==> config.mk <==
export PLATFORM = sky130hd
export DESIGN_NAME = traffic_light_ctrl
export DESIGN_NICKNAME = d
export VERILOG_FILES = /design/src/rtl/traffic_light_ctrl.sv
export SDC_FILE = /design/constraint.sdc
export NUM_CORES = 1
export LEC_CHECK = 0
export BUFFER_PORTS_ARGS = -buffer_cell sky130_fd_sc_hd__buf_2
export CORE_AREA = 2 2 39 41
export CTS_BUF_LIST = sky130_fd_sc_hd__clkbuf_8
export CTS_CLUSTER_SIZE = 28
export DETAILED_ROUTE_END_ITERATION = 10
export DIE_AREA = 0 0 41 43
export HOLD_SLACK_MARGIN = 0.03
export PLACE_DENSITY = 0.46
export SYNTH_ARGS = -nofsm -noshare
export SYNTH_HDL_FRONTEND = slang
export SYNTH_SLANG_ARGS = --single-unit
==> constraint.sdc <==
create_clock -name clk -period 3.9 [get_ports clk]
set_input_delay 0.78 -clock clk [delete_from_list [all_inputs] [get_ports clk]]
set_output_delay 0.78 -clock clk [all_outputs]
set_load 0.05 [all_outputs]
==> src/rtl/traffic_light_ctrl.sv <==
// Highway/farm-road traffic-light controller.
// Moore FSM (HG -> HY -> FG -> FY) with a saturating dwell counter. It yields to the farm road
// only when the farm-road car sensor requests it.
//
// Optional build macro CAR_LATCH_EN: when defined, a car seen at any edge during highway green is
// remembered in a sticky flag. The flag is cleared on entry to highway yellow.
//
// Ports:
//   clk        system clock, rising edge
//   rst        asynchronous active-low reset (forces HG, cnt=0)
//   c          farm-road car sensor, 1 = car waiting, sampled on clk
//   HL_GREEN/HL_YELLOW/HL_RED  highway lamps
//   FL_GREEN/FL_YELLOW/FL_RED  farm-road lamps
module traffic_light_ctrl #(
  parameter int unsigned LONG_CYC  = 8,
  parameter int unsigned SHORT_CYC = 2
) (
  input  logic clk,
  input  logic rst,
  input  logic c,
  output logic HL_GREEN,
  output logic HL_YELLOW,
  output logic HL_RED,
  output logic FL_GREEN,
  output logic FL_YELLOW,
  output logic FL_RED
);

  localparam int unsigned CntW = (LONG_CYC > 2) ? $clog2(LONG_CYC) : 1;
  localparam logic [CntW-1:0] LongMax  = CntW'(LONG_CYC - 1);
  localparam logic [CntW-1:0] ShortMax = CntW'(SHORT_CYC - 1);

  typedef enum logic [1:0] {
    StHg = 2'b00,
    StHy = 2'b01,
    StFg = 2'b10,
    StFy = 2'b11
  } state_e;

  state_e          present_state_q, present_state_d;
  logic [CntW-1:0] cnt_q, cnt_d;
  logic            hg_req;

`ifdef CAR_LATCH_EN
  logic flag_q, flag_d;

  assign hg_req = c | flag_q;

  always_comb begin
    flag_d = flag_q;
    if (present_state_q == StHg && c) flag_d = 1'b1;
    // Entering HY clears the flag; this wins over a same-edge set.
    if (present_state_q != StHy && present_state_d == StHy) flag_d = 1'b0;
  end

  always_ff @(posedge clk or negedge rst) begin
    if (!rst) flag_q <= 1'b0;
    else      flag_q <= flag_d;
  end
`else
  assign hg_req = c;
`endif

  always_ff @(posedge clk or negedge rst) begin
    if (!rst) begin
      present_state_q <= StHg;
      cnt_q           <= '0;
    end else begin
      present_state_q <= present_state_d;
      cnt_q           <= cnt_d;
    end
  end

  always_comb begin
    present_state_d = present_state_q;
    unique case (present_state_q)
      StHg: if (hg_req && cnt_q >= LongMax)    present_state_d = StHy;
      StHy: if (cnt_q == ShortMax)             present_state_d = StFg;
      StFg: if (!c || cnt_q == LongMax)        present_state_d = StFy;
      StFy: if (cnt_q == ShortMax)             present_state_d = StHg;
      default:                                 present_state_d = StHg;
    endcase
  end

  // Dwell counter restarts on every state change and saturates at LONG_CYC-1.
  always_comb begin
    cnt_d = cnt_q;
    if (present_state_d != present_state_q) cnt_d = '0;
    else if (cnt_q != LongMax)              cnt_d = cnt_q + 1'b1;
  end

  always_comb begin
    HL_GREEN  = 1'b0;
    HL_YELLOW = 1'b0;
    HL_RED    = 1'b0;
    FL_GREEN  = 1'b0;
    FL_YELLOW = 1'b0;
    FL_RED    = 1'b0;
    unique case (present_state_q)
      StHg: begin HL_GREEN  = 1'b1; FL_RED    = 1'b1; end
      StHy: begin HL_YELLOW = 1'b1; FL_RED    = 1'b1; end
      StFg: begin HL_RED    = 1'b1; FL_GREEN  = 1'b1; end
      StFy: begin HL_RED    = 1'b1; FL_YELLOW = 1'b1; end
      default: begin HL_GREEN = 1'b1; FL_RED = 1'b1; end
    endcase
  end

endmodule

Word level (Yosys, flattened, before mapping)
Cells that the tools add are included.
- register bits: 5
- bits in latches: 0
- bits in writable memories: 0
- ROM bits: 0
- input bits: 3
- output and inout bits: 6
- logic and storage cells: 31
- memories kept: 0
- add/sub/neg operators: 1
- $mul: 0
- div/mod/pow operators: 0
- magnitude comparators: 1
- eq/ne operators: 7
- shift operators: 0
- mux-type cells: 13
- bitwise gates (word level): 0
- reduce and logical (&&, ||, !) cells: 7
- operators by type and width (kind ; number):
    2-bit 2-to-1 mux ; 4
    2-bit case mux with 4 select lines ; 1
    1-bit 2-to-1 mux ; 6
    3-bit 2-to-1 mux ; 2
    2-bit equality test (second input constant) ; 2
    2-bit OR reduction ; 2
    3-bit by 1-bit adder with 3-bit output (second input constant) ; 1
    3-bit by 1-bit equality test with 1-bit output (second input constant) ; 1
    3-bit equality test (second input constant) ; 1
    3-bit >= comparator (second input constant) ; 1
    3-bit != test (second input constant) ; 1
    2-bit by 1-bit equality test with 1-bit output (second input constant) ; 1
    2-bit logical NOT ; 1
    2-bit != test ; 1
    2-bit nonzero test ; 1
    1-bit logical AND ; 1
    1-bit logical NOT ; 1
    1-bit logical OR ; 1

Depth between registers and ports, before layout
Gate-level depths: netlist of the first run.
- depth after elaboration: 6
- gate-level depth with buffers: 5
- gate-level depth less buffers: 5

Worst setup path before layout of the first run
No wires, ideal clock.
- path kind: flip-flop to output port
- start: register present_state_q[1]
- end: output port FL_GREEN
- data arrival time: 1385 ps
- data required time: 3120 ps
- slack: 1735 ps
- stages on the path, launching flop included: 4
- buffers on the path: 1
- path through: dfrtp_1 -> buf_4 -> inv_1 -> nor2_1
- word-level cells in the longest chain between the ends: 2
- ends and longest elaborated chain (element ; line ; text):
    start: declaration ; 40 ; state_e present_state_q, present_state_d;
    start signal: assignment ; 66 ; present_state_q <= StHg;
    start signal: assignment ; 69 ; present_state_q <= present_state_d;
    2-bit equality test ; 99 ; unique case (present_state_q)
    1-bit 2-to-1 mux ; 99 ;
    end: declaration ; 24 ; output logic FL_GREEN,
Every way passes these cells.

Worst setup path in the final report of the first run
Ends and elaborated chain as after synthesis.

==> metrics, run 1 <==
startpoint types flip-flop; synthesized flop and latch total 5; fin crit share 49.55%; Cell Area, Placed 375.4 um^2; relative slew slack 71.03%; root buf cell clkbuf_8; vias in the first global route 245; die span in x 41 um; Residual DRC 0; commonest non-fill, non-tap cell in the layout buf_2; # rows 14; post-CTS setup buffers 0; Seq/Total Area, Yosys 37.04%; final setup margin 1.968 ns; Fillers 151; CORE AREA 1384 um^2; setup TNS 0 ns; Worst Skew 0.002860 ns; total number of vias 276; worst skew pair latency 0.22 ns; Synth area leaders dfrtp_1 37%, ha_1 11%, nand3_1 5.9%, nor2b_1 5.6%, a21oi_1 4.4%; share of the synthesized area in the top cell type 37.04%; multi-input logic area 182.7 um^2; outcome finished, final reports clean; final setup fails 0; Routability Congestion 0.6653; CTS Hold Bufs 0; crit end category output port; WS Path Type flip-flop to output port; maximum number of pins on one net before global-route repair 10; Fmax 0.5175 GHz; final wirelength 592 um; num ports 9; drt pass-1 iters 3; die height 43 um; area growth from synthesis to layout 24.44%; CTS H-tree lvls 1; CP Max Fanout 9; fin area 420.4 um^2; HPWL Detailed 449.2 um; effective utilization at floorplan 24.41%; TritonCTS Buffers 3; PortBufs 8; final core utilization 30.38%; Slew @ Worst Pin 0.4309 ns; synthesized net count 43; PostCTS Resize Cnt 0; CP required 3.12 ns; unrepaired setup endpoints after global routing false; Clock transition at path regs 0.04 ns; minimum clock period 1.932 ns; worst hold path type input pin to asynchronous set/reset pin; TritonCTS clock tree done; Final nets 53; Syn. warnings 0; register area 125.1 um^2; global route total overflow 0; largest area contributor in the netlist dfrtp_1; antenna-violating nets left 0; share of cells above drive strength 1 28.26%; most frequent cells in the layout 8 x buf_2, 5 x dfrtp_1, 4 x nand3_1; buffer depth of the longest clock path 2; Place WS 2.170 ns; Synth Instances 37; Yosys cell types 20; Die ar. 1763 um^2; first-pass GRT wire length 993 um; post-synthesis cell area 337.8 um^2; Syn Area/Cell 9.130 um^2; crit path DAT 1.15 ns; Fin. Hold Viols 0; Avg WL per Cell 9.548 um; drt first-iter violations 2; Max Cap Viol 0; initial antenna violation count 0; total clock sinks 5; Final Max Slew Viols 0; GRT Overall Usage 8.367%; DR vias/cell 4.452; Ant. Diodes 0
path summary, 6_finish.rpt:
check,from,endpoint,slack [ns],depth (start not counted)
max,present_state_q[1],FL_GREEN,1.97,3
min,rst,present_state_q[1],0.37,1
max reg2reg,cnt_q[0],cnt_q[2],2.35,5
min reg2reg,cnt_q[0],cnt_q[0],0.59,2
max in group asynchronous,rst,cnt_q[0],3.40,1
min in group clk,cnt_q[0],cnt_q[0],0.59,2
area by class of cell:
| class | instances | area share (%) |
|---|---|---|
| sequential | 5 | 29.76 |
| tap | 16 | 4.762 |
| clock inverter | 1 | 0.8929 |
| multi-input combinational | 27 | 43.45 |
| inverter | 2 | 1.786 |
| clock buffer | 3 | 9.821 |
| timing repair buffer | 8 | 9.524 |
registers in the layout (all words and copies together), names as in the netlist:
name             cells
present_state_q      2
cnt_q                3
cell usage after synthesis:
cell type	count
a21oi_1	3
and2_1	1
buf_4	1
buf_6	1
clkbuf_1	1
dfrtp_1	5
ha_1	3
inv_1	2
nand3_1	4
nand3b_1	1
nor2_1	3
nor2b_1	3
nor3b_1	1
o21ai_0	1
o21ai_1	2
o311a_1	1
o31ai_1	1
or2_2	1
or3b_4	1
xnor2_1	1
routing by layer:
layer	track usage, %	vias to the layer above	wire length (um)	share of wire, %
li1	-	143	-	-
met1	10.10	123	248	42
met2	12.50	10	278	47
met3	6.283	0	65	11
met4	0	0	0	0
met5	0	-	0	0
through the flow:
stage	hold slack (ns)	cells
2_1_floorplan	0.4844	37
4_1_cts	0.3689	62
5_1_grt	0.3686	62
3_3_place_gp	0.5871	58
3_5_place_dp	0.5860	58
6_report	0.3654	62
worst max-delay path, stage by stage (launching register included):
cell     delay, ns
dfrtp_1       0.47
inv_1         0.11
nor2_1        0.09
buf_2         0.26
cell families after synthesis:
family | share of synthesized area [%]
AO/OA/AOI/OAI | 14.07
adder cells (fa/ha/maj) | 11.11
AND/OR/NAND/NOR | 26.30
XOR/XNOR | 2.593
flip-flops | 37.04
buffers and inverters | 8.889
Power of run 1 is left out: the tool's default activity adds up to more than one toggle a clock period on the data nets, which glitch-free logic cannot reach.
==> run 2, diff against run 1 <==
--- a/config.mk
+++ b/config.mk
@@ -5,6 +5,7 @@
 export SDC_FILE = /design/constraint.sdc
 export NUM_CORES = 1
 export LEC_CHECK = 0
+export ABC_AREA = 1
 export BUFFER_PORTS_ARGS = -buffer_cell sky130_fd_sc_hd__buf_2
 export CORE_AREA = 2 2 39 41
 export CTS_BUF_LIST = sky130_fd_sc_hd__clkbuf_8
==> constraint.sdc (replaced) <==
create_clock -name clk -period 1.7 [get_ports clk]
set_input_delay 0.34 -clock clk [delete_from_list [all_inputs] [get_ports clk]]
set_output_delay 0.34 -clock clk [all_outputs]
set_load 0.05 [all_outputs]
==> metrics, run 2 <==
CTS H-tree lvls 1; crit end category output port; setup TNS 0 ns; post-synthesis simple-gate area fraction 20.16%; Adder-Cell Fraction of Synth Area 12.10%; Peak VDD IR 0.6953 mV; drt first-iter violations 4; root buf cell clkbuf_8; Avg WL per Cell 8.721 um; Place WS 0.2403 ns; worst hold path type input pin to asynchronous set/reset pin; share of the synthesized area in the top cell type 40.32%; antenna-violating nets left 0; die height 43 um; Die ar. 1763 um^2; CORE AREA 1384 um^2; unrepaired setup endpoints after global routing false; minimum clock period 1.476 ns; max reg flops 3; relative slew slack 83.49%; most frequent cell after synthesis nand2_1; startpoint types flip-flop; CP required 1.36 ns; biggest regs cnt_q x3, present_state_q x2; R2R Path End cnt_q[0]; Seq/Total Area, Yosys 40.32%; GRT Overall Usage 8.105%; global route total overflow 0; r2r startpoint cnt_q[0]; synthesized net count 46; Critical Path Max Stage Delay 0.44 ns; Worst R2R Path Depth 7; crit path DAT 1.14 ns; final wirelength 593 um; Syn. warnings 0; final setup margin 0.2243 ns; post-CTS setup buffers 0; CP max stage cell dfrtp_1; Fmax 0.6776 GHz; effective utilization at floorplan 22.42%; share of cells above drive strength 1 26.92%; main combinational cell family by area after synthesis simple AND/OR/NAND/NOR gates; Final Max Slew Viols 0; TritonCTS clock tree done; most frequent cells in the layout 9 x nand2_1, 8 x buf_2, 6 x inv_1, 5 x a21oi_1, 5 x dfrtp_1; post-synthesis cell area 310.3 um^2; total number of vias 264; outcome finished, final reports clean; Synth top cells by count 9 x nand2_1, 5 x a21oi_1, 5 x dfrtp_1, 5 x inv_1, 3 x ha_1; Ant. Diodes 0; PortBufs 8; maximum number of pins on one net before global-route repair 8; hold slack 0.4629 ns; worst skew pair latency 0.22 ns; CTS Hold Bufs 1; Fin. Hold Viols 0; multiplexer share of the synthesized area 3.226%; Reg2Reg Setup Slack 0.24 ns; vias in the first global route 249; num ports 9; worst setup path start present_state_q[1]; Routability Congestion 0.7159; Synth Instances 40; fin crit share 86.81%; die span in x 41 um; synthesized flop and latch total 5; # rows 14; Final nets 59; Slew @ Worst Pin 0.2494 ns; Pwr Density 791.4 nW/um^2; Async S/R FF share, synth 100.0%; buffer depth of the longest clock path 2; compound-gate portion of the synthesized area 11.69%; Setup crit end FL_GREEN; CP Cell Sequence inv_2, nor2_2, buf_2; total clock sinks 5; post-synthesis xor/xnor area fraction 2.823%; PostCTS Resize Cnt 0; Yosys cell types 15; Worst Skew 0.005868 ns; commonest non-fill, non-tap cell in the layout nand2_1; HPWL Detailed 484.5 um; P_leak 0.2333 nW; Max Cap Viol 0; EDFF count, synth 0; WS Path Type flip-flop to output port; area growth from synthesis to layout 35.89%; Clock transition at path regs 0.04 ns; Top reg by flops cnt_q; first-pass GRT wire length 959 um; Synth area leaders dfrtp_1 40%, ha_1 12%, nand2_1 11%, a21oi_1 8.1%, inv_1 6.0%; prevailing post-synth register cell dfrtp_1; DR vias/cell 3.882; TritonCTS Buffers 3; drt pass-1 iters 2; largest area contributor in the netlist dfrtp_1; Syn Area/Cell 7.757 um^2; CP Max Fanout 7; Residual DRC 0; final setup fails 0; initial antenna violation count 0
run 2: cell count changes in the layout (fill, tap and decap cells not counted), moves of 2 or more:
| cell | change |
|---|---|
| nand2_1 | +9 |
| inv_1 | +3 |
| nor2b_1 | -3 |
| a21oi_1 | +2 |
| inv_2 | +2 |
| nand3_1 | -2 |
run 2: final cells by class:
cell class,instances,area [um^2]
Clock buffer,3,41.29
Tap cell,16,20.02
Fill cell,158,962.2
Multi-Input combinational cell,27,155.1
Sequential cell,5,125.1
Inverter,7,26.28
Timing Repair Buffer,9,50.05
Clock inverter,1,3.754
run 2: logic make-up (layout without fill, tap and decap cells):
logic type,count (synthesis),after routing
AOI/OAI and AO/OA,7,7
and+or+nand+nor,15,15
buffers and inverters,8,20
muxes,1,1
adders and majority gates,3,3
xor gates and xnor gates,1,1
DFF,5,5
run 2: critical path, delay by kind of cell, from the launching register on:
family / cells / cell delay, ns
buf+inv: 2 / 0.35
flops: 1 / 0.44
simple gates: 1 / 0.12
run 2: worst min-delay path by stage:
stage                     cells past startpoint                  to  slack [ns]
final                                         2  present_state_q[1]        0.46
after CTS                                     2  present_state_q[1]        0.46
after global placement                        1  present_state_q[1]        0.16
after floorplan                               0            cnt_q[0]        0.04
after detailed placement                      1  present_state_q[1]        0.16
after global routing                          2  present_state_q[1]        0.48
run 2: power breakdown:
group          switching, mW  internal (mW)
Clock                 0.0530          0.154
Sequential                 0          0.120
Combinational        0.00319        0.00333
run 2: per-layer routing:
layer | vias up | routed length [um] | GRT usage [%]
li1 | 152 | - | -
met1 | 106 | 315 | 12.25
met2 | 6 | 238 | 9.688
met3 | 0 | 39 | 6.283
met4 | 0 | 0 | 0
met5 | - | 0 | 0
run 2: through the flow:
| step | power, mW | util, % | std cells | area [um^2] |
|---|---|---|---|---|
| finish | 0.3337 | 30.47 | 68 | 421.7 |
| floorplan | 0.1217 | - | 40 | 310.3 |
| detailed placement | 0.1262 | 26.49 | 63 | 366.6 |
| CTS | 0.3398 | 30.47 | 68 | 421.7 |
| global placement | 0.1263 | 26.49 | 63 | 366.6 |
| global route | 0.3484 | 30.47 | 68 | 421.7 |
Note: power is estimated with default switching activity, not from simulation.
==> run 3, diff against run 2 <==
--- a/config.mk
+++ b/config.mk
@@ -6,9 +6,10 @@
 export NUM_CORES = 1
 export LEC_CHECK = 0
 export ABC_AREA = 1
-export BUFFER_PORTS_ARGS = -buffer_cell sky130_fd_sc_hd__buf_2
+export BUFFER_PORTS_ARGS = -buffer_cell sky130_fd_sc_hd__buf_4
 export CORE_AREA = 2 2 39 41
 export CTS_BUF_LIST = sky130_fd_sc_hd__clkbuf_8
+export CTS_CLUSTER_DIAMETER = 80
 export CTS_CLUSTER_SIZE = 28
 export DETAILED_ROUTE_END_ITERATION = 10
 export DIE_AREA = 0 0 41 43
==> metrics, run 3 (synthesized netlist as in run 2, its figures left out) <==
outcome finished, final reports clean; worst hold path depth 4; WS Path Type flip-flop to flip-flop; die height 43 um; Reg2Reg Setup Slack 0.23 ns; Int Power 0.2787 mW; worst skew pair latency 0.22 ns; Pwr Density 756.5 nW/um^2; maximum number of pins on one net before global-route repair 8; Routability Congestion 0.6672; Fin. Hold Viols 0; most frequent cells in the layout 9 x nand2_1, 8 x buf_4, 6 x inv_1, 5 x a21oi_1, 5 x dfrtp_1; final setup margin 0.2340 ns; total number of vias 280; HPWL Detailed 476.8 um; biggest regs cnt_q x3, present_state_q x2; TritonCTS clock tree done; Gate power share 2.4%; total clock sinks 5; placed cells 63; Clock transition at path regs 0.03 ns; max reg flops 3; share of cells above drive strength 1 26.92%; power share of the clock group 61.8%; drt pass-1 iters 2; final setup fails 0; P_leak 0.2383 nW; hold wc startpoint c; R2R Path End cnt_q[1]; setup TNS 0 ns; CTS H-tree lvls 1; Avg WL per Cell 8.515 um; buffer depth of the longest clock path 2; Seq pwr share 35.9%; post-CTS setup buffers 0; DR WL met3 37 um; worst hold path type input pin to flip-flop; hold endpoint present_state_q[0]; global route total overflow 0; Peak VDD IR 0.3859 mV; total power 0.3341 mW; Worst Skew 0.001814 ns; Die ar. 1763 um^2; CORE AREA 1384 um^2; startpoint types flip-flop; Final nets 59; Non-Filler Instances 68; antenna-violating nets left 0; root buf cell clkbuf_8; Ant. Diodes 0; metal2 WL 240 um; num ports 9; area growth from synthesis to layout 42.34%; Sw Ratio 16.59%; Top reg by flops cnt_q; minimum clock period 1.466 ns; Final Max Slew Viols 0; initial antenna violation count 0; commonest non-fill, non-tap cell in the layout nand2_1; r2r startpoint cnt_q[0]; Fmax 0.6821 GHz; drt first-iter violations 3; fin crit share 86.24%; Worst R2R Path Depth 7; relative slew slack 85.01%; PortBufs 8; effective utilization at floorplan 22.42%; hold slack 0.4535 ns; final wirelength 579 um; Residual DRC 0; met1 WL 302 um; CP required 1.84 ns; first-pass GRT wire length 966 um; # rows 14; CP Max Fanout 5; vias in the first global route 239; crit end category flip-flop; TritonCTS Buffers 3; DR top layer met3; die span in x 41 um; GRT Overall Usage 8.283%; DR vias/cell 4.118; crit path DAT 1.60 ns; Place WS 0.2283 ns; Max Cap Viol 0; Fillers 147; Slew @ Worst Pin 0.2249 ns; unrepaired setup endpoints after global routing false; P_sw 0.05545 mW
[run 3: cell counts in the layout (fill, tap and decap cells not counted)]
No cell type changed its count.
[run 3: layout make-up]
| cell class | count | area, um^2 | area share, % |
|---|---|---|---|
| clock buffer | 3 | 41.29 | 9.348 |
| clock inverter | 1 | 3.754 | 0.8499 |
| tap | 16 | 20.02 | 4.533 |
| multi-input combinational | 27 | 155.1 | 35.13 |
| sequential | 5 | 125.1 | 28.33 |
| timing repair buffer | 9 | 70.07 | 15.86 |
| inverter | 7 | 26.28 | 5.949 |
[run 3: worst max path at each step]
stage	from	endpoint	slack (ns)	cells past startpoint
after floorplan	present_state_q[0]	HL_GREEN	0.26	1
after global placement	cnt_q[0]	cnt_q[1]	0.25	7
after detailed placement	cnt_q[0]	cnt_q[1]	0.23	7
after CTS	cnt_q[0]	cnt_q[1]	0.22	7
after global routing	cnt_q[0]	cnt_q[1]	0.08	7
final	cnt_q[0]	cnt_q[1]	0.23	7
[run 3: metal layers]
layer  GRT usage, %  up-vias
met5              0        -
met4          6.000        0
met3          3.141        0
met2          10.00        6
met1          11.48      124
li1               -      150
[run 3: what timing repair did]
item                       CTS  global route
hold buffers                 1             0
setup endpoints to repair    0             0
hold endpoints to repair     5             0
resized for setup            0             0
[run 3: through the flow]
step | util [%] | instance area [um^2]
2_1_floorplan | - | 310.3
3_3_place_gp | 27.94 | 386.6
3_5_place_dp | 27.94 | 386.6
4_1_cts | 31.92 | 441.7
5_1_grt | 31.92 | 441.7
6_report | 31.92 | 441.7
[run 3: power groups by stage]
stage	clock network, mW	logic, mW	registers (mW)
2_1_floorplan	0	0.000455	0.121
3_3_place_gp	0	0.00640	0.121
3_5_place_dp	0	0.00657	0.121
4_1_cts	0.216	0.00842	0.120
5_1_grt	0.228	0.00917	0.120
6_report	0.206	0.00797	0.120
[run 3: critical path: stages (launching register included)]
cell and delay, ns:
dfrtp_1 0.41, ha_1 0.21, ha_1 0.25, inv_2 0.08, nand2_1 0.06, a21oi_1 0.12
nand2_1 0.11, a21oi_1 0.14
